===== config.mk =====
export PLATFORM = sky130hd
export DESIGN_NAME = pal_frame_tracker_flat
export DESIGN_NICKNAME = d
export VERILOG_FILES = /design/src/rtl/pal_timing_pkg.sv /design/src/rtl/pal_frame_tracker_if.sv /design/src/rtl/pal_xy_counter.sv /design/src/rtl/pal_frame_tracker.sv /design/src/flat_wrapper.sv
export SDC_FILE = /design/constraint.sdc
export NUM_CORES = 1
export LEC_CHECK = 0
export ABC_AREA = 0
export ABC_CLOCK_PERIOD_IN_PS = 2500
export CAP_MARGIN = 0
export CORE_ASPECT_RATIO = 0.75
export CORE_MARGIN = 3
export CORE_UTILIZATION = 51
export DETAILED_ROUTE_END_ITERATION = 12
export GPL_ROUTABILITY_DRIVEN = 0
export HOLD_SLACK_MARGIN = 0.08
export PLACE_DENSITY_LB_ADDON = 0.15
export SYNTH_ARGS = -nofsm -noshare
export SYNTH_HDL_FRONTEND = slang
export SYNTH_SLANG_ARGS = --single-unit

===== constraint.sdc =====
create_clock -name clk -period 2.5 [get_ports clk]
set_input_delay 0.375 -clock clk [delete_from_list [all_inputs] [get_ports clk]]
set_output_delay 0.375 -clock clk [all_outputs]
set_load 0.01 [all_outputs]

===== src/rtl/pal_timing_pkg.sv =====
// Shared timing definitions for the PAL frame tracker: default raster size,
// coordinate width, tracker state encoding and a small wrap helper.
package pal_timing_pkg;

   localparam int H_PIXELS_DEF = 768;
   localparam int V_LINES_DEF  = 576;
   localparam int COORD_W      = 10;

   typedef logic [COORD_W-1:0] coord_t;

   typedef enum logic [1:0] {
      ST_SEARCH = 2'd0,
      ST_VERIFY = 2'd1,
      ST_LOCKED = 2'd2
   } trk_state_t;

   // True when v is the last position of a dimension holding n positions.
   function automatic logic is_last(input coord_t v, input int n);
      return v == coord_t'(n - 1);
   endfunction

endpackage


===== src/rtl/pal_frame_tracker_if.sv =====
// Bus between a frame-start source and the PAL frame tracker.
// Optional: PAL_TRACKER_ERRCNT_EN adds the err_count field.
//
// Signalling: pixel_ce is a strobe; every high clock consumes exactly one
// pixel position and there is no backpressure. frame_start is a one-clock
// pulse on the clock after the pixel_ce that consumed (0,0). Tracker outputs
// are registered; frame_done and sync_error are one-clock pulses, trk_valid
// is a level, and state mirrors the tracker FSM for observation.
interface pal_frame_tracker_if;
   import pal_timing_pkg::*;

   logic       pixel_ce;
   logic       frame_start;
   coord_t     trk_x;
   coord_t     trk_y;
   logic       trk_valid;
   logic       frame_done;
   logic       sync_error;
   trk_state_t state;
`ifdef PAL_TRACKER_ERRCNT_EN
   logic [7:0] err_count;
`endif

   modport master (
      output pixel_ce, frame_start,
      input  trk_x, trk_y, trk_valid, frame_done, sync_error, state
`ifdef PAL_TRACKER_ERRCNT_EN
      , input err_count
`endif
   );

   modport slave (
      input  pixel_ce, frame_start,
      output trk_x, trk_y, trk_valid, frame_done, sync_error, state
`ifdef PAL_TRACKER_ERRCNT_EN
      , output err_count
`endif
   );

endinterface


===== src/rtl/pal_xy_counter.sv =====
// Wrapping raster position counter. x/y always hold the position the next
// increment consumes. load forces (1,0); when load and inc coincide the load
// is applied first and the increment then advances from (1,0).
module pal_xy_counter
   import pal_timing_pkg::*;
#(
   parameter int H_PIXELS = H_PIXELS_DEF,
   parameter int V_LINES  = V_LINES_DEF
) (
   input  logic   clk,
   input  logic   reset_n,
   input  logic   load,
   input  logic   inc,
   output coord_t x,
   output coord_t y,
   output logic   at_origin
);

   coord_t x_q, y_q;
   coord_t x_base, y_base;
   coord_t x_n, y_n;

   // Next position: optional load to (1,0), then optional wrapping increment.
   always_comb begin
      x_base = load ? coord_t'(1) : x_q;
      y_base = load ? '0 : y_q;
      x_n    = x_base;
      y_n    = y_base;
      if (inc) begin
         if (is_last(x_base, H_PIXELS)) begin
            x_n = '0;
            if (is_last(y_base, V_LINES)) begin
               y_n = '0;
            end else begin
               y_n = y_base + coord_t'(1);
            end
         end else begin
            x_n = x_base + coord_t'(1);
         end
      end
   end

   // Position register.
   always_ff @(posedge clk or negedge reset_n) begin
      if (!reset_n) begin
         x_q <= '0;
         y_q <= '0;
      end else begin
         x_q <= x_n;
         y_q <= y_n;
      end
   end

   assign x         = x_q;
   assign y         = y_q;
   assign at_origin = (x_q == '0) && (y_q == '0);

endmodule


===== src/rtl/pal_frame_tracker.sv =====
// PAL frame tracker: rebuilds the raster position from pixel_ce and the
// frame_start pulse, checks frame length and supervises lock with a
// SEARCH/VERIFY/LOCKED FSM.
// Optional: PAL_TRACKER_ERRCNT_EN adds a saturating 8-bit sync_error counter.
module pal_frame_tracker
   import pal_timing_pkg::*;
#(
   parameter int H_PIXELS = H_PIXELS_DEF,
   parameter int V_LINES  = V_LINES_DEF
) (
   input  logic                clk,
   input  logic                reset_n,
   pal_frame_tracker_if.slave  bus
);

   coord_t     cnt_x, cnt_y;
   logic       at_origin;
   logic       exp_fs_q;
   trk_state_t state_q, state_n;
   logic       done_n, err_n;
   logic       valid_q, done_q, err_q;

   // Every frame_start re-anchors the counter; when in sync this is a no-op.
   pal_xy_counter #(
      .H_PIXELS (H_PIXELS),
      .V_LINES  (V_LINES)
   ) u_xy (
      .clk       (clk),
      .reset_n   (reset_n),
      .load      (bus.frame_start),
      .inc       (bus.pixel_ce),
      .x         (cnt_x),
      .y         (cnt_y),
      .at_origin (at_origin)
   );

   // Expect frame_start on the clock after a pixel_ce consumed (0,0); a
   // coincident frame_start means (1,0) was consumed instead.
   always_ff @(posedge clk or negedge reset_n) begin
      if (!reset_n) begin
         exp_fs_q <= 1'b0;
      end else begin
         exp_fs_q <= bus.pixel_ce && !bus.frame_start && at_origin;
      end
   end

   // Lock supervision: next state and pulse requests.
   always_comb begin
      state_n = state_q;
      done_n  = 1'b0;
      err_n   = 1'b0;
      unique case (state_q)
         ST_SEARCH: begin
            if (bus.frame_start) state_n = ST_VERIFY;
         end
         ST_VERIFY: begin
            if (bus.frame_start && exp_fs_q) begin
               state_n = ST_LOCKED;
               done_n  = 1'b1;
            end else if (bus.frame_start) begin
               err_n   = 1'b1;
            end else if (exp_fs_q) begin
               err_n   = 1'b1;
               state_n = ST_SEARCH;
            end
         end
         ST_LOCKED: begin
            if (bus.frame_start && exp_fs_q) begin
               done_n  = 1'b1;
            end else if (bus.frame_start) begin
               err_n   = 1'b1;
               state_n = ST_VERIFY;
            end else if (exp_fs_q) begin
               err_n   = 1'b1;
               state_n = ST_SEARCH;
            end
         end
         default: state_n = ST_SEARCH;
      endcase
   end

   // State and registered status outputs; trk_valid is taken from next state.
   always_ff @(posedge clk or negedge reset_n) begin
      if (!reset_n) begin
         state_q <= ST_SEARCH;
         valid_q <= 1'b0;
         done_q  <= 1'b0;
         err_q   <= 1'b0;
      end else begin
         state_q <= state_n;
         valid_q <= (state_n == ST_LOCKED);
         done_q  <= done_n;
         err_q   <= err_n;
      end
   end

`ifdef PAL_TRACKER_ERRCNT_EN
   logic [7:0] err_cnt_q;

   // Saturating count of sync_error pulses; cleared only by reset_n.
   always_ff @(posedge clk or negedge reset_n) begin
      if (!reset_n) begin
         err_cnt_q <= '0;
      end else if (err_n && (err_cnt_q != 8'hFF)) begin
         err_cnt_q <= err_cnt_q + 8'd1;
      end
   end

   assign bus.err_count = err_cnt_q;
`endif

   assign bus.trk_x      = cnt_x;
   assign bus.trk_y      = cnt_y;
   assign bus.trk_valid  = valid_q;
   assign bus.frame_done = done_q;
   assign bus.sync_error = err_q;
   assign bus.state      = state_q;

endmodule

===== src/flat_wrapper.sv =====
// flat-port wrapper written by rule: the top's interface ports become plain ports
module pal_frame_tracker_flat import pal_timing_pkg::*;
#(
   parameter int H_PIXELS = H_PIXELS_DEF,
   parameter int V_LINES  = V_LINES_DEF
)
  (clk, reset_n, bus_pixel_ce, bus_frame_start, bus_trk_x, bus_trk_y, bus_trk_valid, bus_frame_done, bus_sync_error, bus_state);
  pal_frame_tracker_if bus_i ();
  input  logic clk;
  input  logic reset_n;
  input wire logic [$bits(bus_i.pixel_ce)-1:0] bus_pixel_ce;
  input wire logic [$bits(bus_i.frame_start)-1:0] bus_frame_start;
  output wire logic [$bits(bus_i.trk_x)-1:0] bus_trk_x;
  output wire logic [$bits(bus_i.trk_y)-1:0] bus_trk_y;
  output wire logic [$bits(bus_i.trk_valid)-1:0] bus_trk_valid;
  output wire logic [$bits(bus_i.frame_done)-1:0] bus_frame_done;
  output wire logic [$bits(bus_i.sync_error)-1:0] bus_sync_error;
  output wire logic [$bits(bus_i.state)-1:0] bus_state;
  assign bus_i.pixel_ce = bus_pixel_ce;
  assign bus_i.frame_start = bus_frame_start;
  assign bus_trk_x = bus_i.trk_x;
  assign bus_trk_y = bus_i.trk_y;
  assign bus_trk_valid = bus_i.trk_valid;
  assign bus_frame_done = bus_i.frame_done;
  assign bus_sync_error = bus_i.sync_error;
  assign bus_state = bus_i.state;
  pal_frame_tracker #(.H_PIXELS(H_PIXELS), .V_LINES(V_LINES)) u_core (.clk(clk), .reset_n(reset_n), .bus(bus_i));
endmodule

# Word level (Yosys, flattened, before mapping)

Index checks and enable logic that the tools add are counted.

Add/sub/neg operators: 2
$mul: 0
Divide/modulo/power cells: 0
Magnitude comparators: 0
Equality and inequality tests: 5
Shift operators: 0
Multiplexer cells: 20
Bitwise logic cells: 0
Reduce and logical (&&, ||, !) cells: 9

Operator list:

| cell                  | number |
|---|---|
| $mux 10               | 7 |
| $add 10x1->10 const B | 2 |
| $eq 10x10->1 const B  | 2 |
| $logic_not 10->1      | 2 |
| $mux 2                | 6 |
| $mux 1                | 6 |
| $pmux 2 s3            | 1 |
| $eq 2x2->1 const B    | 2 |
| $logic_and 1x1->1     | 4 |
| $eq 2x1->1 const B    | 1 |
| $logic_not 2->1       | 1 |
| $reduce_or 2->1       | 1 |
| $logic_not 1->1       | 1 |

Bits in registers: 26
Latch bits: 0
RAM bits: 0
Memory bits (read-only): 0
Input bits: 4
Output and inout port bits: 25
Logic and storage cells: 43
Memories kept: 0

# Depth between registers and ports, before layout

Depth after elaboration: 5
Depth in mapped cells: 9
Gate-level depth less buffers: 7

# Modules after synthesis

From an unflattened synthesis, not the netlist that was laid out.

Cells, all modules: 159
Area, all modules: 1530.2 um^2

Modules (own cells, without submodules):

| module            | times used | cells an instance | area an instance (um^2) | sequential area each (um^2) |
|---|---|---|---|---|
| pal_xy_counter    | 1          | 128               | 1182.4                  | 500.5 |
| pal_frame_tracker | 1          | 31                | 347.8                   | 150.1 |

# Worst setup path after synthesis

OpenSTA, ideal clock, no wires.

Path kind: input to register
Start point: input port bus_frame_start
End point: register u_core.u_xy.y_q[3] (netlist: u_core.u_xy.y[3])
Setup time: 141 ps
Data arrival time: 2040 ps
Required time: 2359 ps
Slack: 319 ps
Stages on the path: 8
Path buffers: 2
Path through: buf_6 and2b_1 ha_1 and3_1 clkbuf_1 nand4_1 nor4_2 nor3_1

Word-level cells in the longest chain between the ends: 5
Elaborated cells between the ends (all ways): 8
Those cells by class: add/sub (1); eq/ne (2); mux (5)

RTL lines:

| what                                                 | line                                       | source |
|---|---|---|
| from (decl)                                          | flat_wrapper.sv:12                         | `input wire logic [$bits(bus_i.frame_start)-1:0] bus_frame_start;` |
| $mux 10                                              | pal_xy_counter.sv:26                       | `y_base = load ? '0 : y_q;` |
| $add 10x1->10 / $eq 10x10->1 (equally long branches) | pal_xy_counter.sv:35, pal_timing_pkg.sv:19 |  |
| $mux 10                                              | pal_xy_counter.sv:32                       | `if (is_last(y_base, V_LINES)) begin` |
| $mux 10                                              | pal_xy_counter.sv:30                       | `if (is_last(x_base, H_PIXELS)) begin` |
| $mux 10 (*)                                          | pal_xy_counter.sv:29                       | `if (inc) begin` |
| via u_core.u_xy.y_n[3]                               | pal_xy_counter.sv:21                       | `coord_t x_n, y_n;` |
| to (signal assigned)                                 | pal_xy_counter.sv:50                       | `y_q <= y_n;` |
| to (decl)                                            | pal_xy_counter.sv:19                       | `coord_t x_q, y_q;` |

The timed path passes the listed nets; every way through them passes the cells marked *.

# Worst setup path in the final report

Start point: input port bus_frame_start
End point: register u_core.u_xy.y_q[7] (netlist: u_core.u_xy.y[7])

The elaborated chain is that of the path after synthesis.

==> run summary <==
cts repair resizes: 0
Vias/cell: 5.771
synthesized cell area: 1454 um2
hold bufs inserted after CTS: 0
Worst VDD drop: 0.0004458 V
Ys Warns: 0
boundary pin count: 29
post-route ant nets: 0
post-CTS setup buffers: 0
DP Worst Slack: -0.003721 ns
Fin Clk Skew: 0.003535 ns
Worst setup EP type: flip-flop
fin nets: 200
Layout fillers: 210
fin crit period: 2.225 ns
Synth Register Bits: 26
largest net degree at the start of global routing: 27
Final setup viols: 0
CTS buffer count: 3
DR WL/cell: 15.30 um
CP required: 2.67 ns
# rows: 16
die area: 3534 um2
Min Hold Slack: 0.4713 ns
final slew viol count: 0
setup slack after layout: 0.2754 ns
total wire length: 3.413 mm
DRC Markers: 0
share of layout cells above drive strength 1: 0.1123
Hold Path Class: in -> async
Seq/Total Area, Yosys: 0.4475
H-tree depth: 1
clk slew on worst S/H paths: 0.08 ns
mean post-synth cell area: 9.758 um2
Fin Setup TNS: 0 ns
dpl hpwl: 2.528 mm
WS Path Type: in -> reg
initial antenna violation count: 0
relative slew slack: 0.7823
Pwr Density: 497.8 nW/um2
Lkg Pwr: 0.7962 nW
post-synthesis cell count: 149
starting density of the core: 0.5461
die span in y: 52.24 um
Tcrit/Tclk final: 0.8898
Worst-Margin Slew: 0.3266 ns
RSZ-0062 raised after global routing: no
DR iter-0 viols: 87
first-pass GRT wire length: 5.692 mm
total track usage: 0.2153
crit-path max FO: 4
Startpoint Class: primary input
status: completed
number of enable flip-flop cells after synthesis: 0
port bufs: 28
Clk Latency, worst-skew pair: 0.27 ns
Async SR Flop Fraction: 1.000
syn_nets: 160
synth-to-layout area growth: 30.38%
max_cap viols: 0
fmax: 449.5 MHz
clock tree buffer depth: 2
root buffer cell: clkbuf_8
synth unique cells: 39
Synth Flop Type: dfrtp_1
core area: 2663 um2
arrival time at the worst endpoint: 2.39 ns
via count: 1287
First-pass DRT Iterations: 4
CTS tree: yes
vias in the first global route: 1217
clock sinks: 26
Final Hold Viols: 0
fin util: 0.7119
# diodes: 0
Die Wd: 67.65 um
grt ovf: 0
metal layers:
metal	part of all wire	global-route usage	up-vias
met1	0.48	0.2908	631
met3	0.044	0.05365	4
met2	0.47	0.3457	41
met4	0.0082	0.05051	0
met5	0	0	-
li1	-	-	611
registers in the layout (all words and copies together) (netlist names):
| register | flops |
|---|---|
| u_core.bus.state | 2 |
| u_core.exp_fs_q | 1 |
| u_core.u_xy.x | 10 |
| u_core.bus.trk_valid | 1 |
| u_core.bus.frame_done | 1 |
| u_core.u_xy.y | 10 |
| u_core.bus.sync_error | 1 |
final cells by class:
type,count,area (um2),area share
clock buffer,3,41.29,0.02178
sequential,26,650.6,0.3432
multi-input combinational,115,764.5,0.4033
tap,36,45.04,0.02376
inverter,3,11.26,0.005941
timing repair buffer,40,382.9,0.2020
cells in the mapped netlist, types with 2 or more instances:
cell type,n,area (um2)
nor4_1,2,12.51
mux2i_1,2,20.02
a21oi_1,5,25.02
nor2_1,13,48.80
nor3_2,2,20.02
and3_1,2,12.51
and2b_1,4,30.03
ha_1,7,87.58
nor2b_1,5,31.28
or3_1,2,12.51
nand4_1,7,43.79
inv_1,3,11.26
dfrtp_1,26,650.6
xnor2_1,8,70.07
nor3_1,10,50.05
nand2_1,8,30.03
nand3b_1,2,15.01
clkbuf_1,3,11.26
nand3_1,4,20.02
xor2_1,4,35.03
o21ai_0,9,45.04
and2_1,3,18.77
and4_1,2,17.52
per-stage QoR:
| step | cell area, um2 | power, mW | cells |
|---|---|---|---|
| 2_1_floorplan | 1454 | 0.6043 | 149 |
| 3_3_place_gp | 1854 | 0.7042 | 220 |
| 3_5_place_dp | 1854 | 0.7166 | 220 |
| 4_1_cts | 1896 | 0.9502 | 223 |
| 5_1_grt | 1896 | 0.9987 | 223 |
| 6_report | 1896 | 0.9437 | 223 |
cells in the final DEF (no fill, tap or decap), types with 3 or more instances in the layout:
| cell | synthesis | final |
|---|---|---|
| ha_1 | 7 | 7 |
| nand3_1 | 4 | 4 |
| xor2_1 | 4 | 4 |
| clkdlybuf4s50_1 | 0 | 28 |
| and2_1 | 3 | 3 |
| nand4_1 | 7 | 7 |
| nor2_1 | 13 | 13 |
| a21oi_1 | 5 | 5 |
| inv_1 | 3 | 3 |
| dfrtp_1 | 26 | 26 |
| xnor2_1 | 8 | 8 |
| clkbuf_8 | 0 | 3 |
| nand2_1 | 8 | 8 |
| o21ai_0 | 9 | 9 |
| buf_4 | 0 | 11 |
| and2b_1 | 4 | 4 |
| nor2b_1 | 5 | 5 |
| nor3_1 | 10 | 10 |
path summary, 6_finish.rpt:
path,startpoint,endpoint,slack [ns],cells past startpoint
hold reg to reg,u_core.u_xy.y[8]$_DFF_PN0_,u_core.u_xy.y[8]$_DFF_PN0_,0.61,2
hold / removal,reset_n,u_core.u_xy.y[6]$_DFF_PN0_,0.47,2
max in group asynchronous,reset_n,u_core.u_xy.x[1]$_DFF_PN0_,1.78,2
setup reg to reg,u_core.u_xy.x[1]$_DFF_PN0_,u_core.u_xy.y[7]$_DFF_PN0_,0.56,7
setup / recovery,bus_frame_start,u_core.u_xy.y[7]$_DFF_PN0_,0.28,8
min in group clk,u_core.u_xy.y[8]$_DFF_PN0_,u_core.u_xy.y[8]$_DFF_PN0_,0.61,2
cells by family (layout without fill, tap and decap cells):
kind of cell | Yosys count | after routing | share of synthesized area
and+or+nand+nor | 75 | 75 | 0.3038
adders and majority gates | 7 | 7 | 0.06024
buffers and inverters | 8 | 46 | 0.02667
xor gates and xnor gates | 12 | 12 | 0.07229
muxes | 2 | 2 | 0.01377
DFF | 26 | 26 | 0.4475
AOI/OAI and AO/OA | 19 | 19 | 0.07573
critical path, cell delays in order:
cell and delay, ns:
clkdlybuf4s50_1 0.47, and2b_1 0.25, ha_1 0.19, nand3_1 0.11, or4_4 0.59, nor3_1 0.20
xnor2_1 0.14, nor2_1 0.05
power breakdown:
part | leakage [nW] | switching [mW] | internal [mW] | total [mW]
combinational | 0.420 | 0.115 | 0.121 | 0.236
sequential | 0.354 | 0.0277 | 0.448 | 0.476
clock | 0.0216 | 0.123 | 0.108 | 0.231
total | 0.796 | 0.266 | 0.678 | 0.944
(Power assumes the default switching activity.)
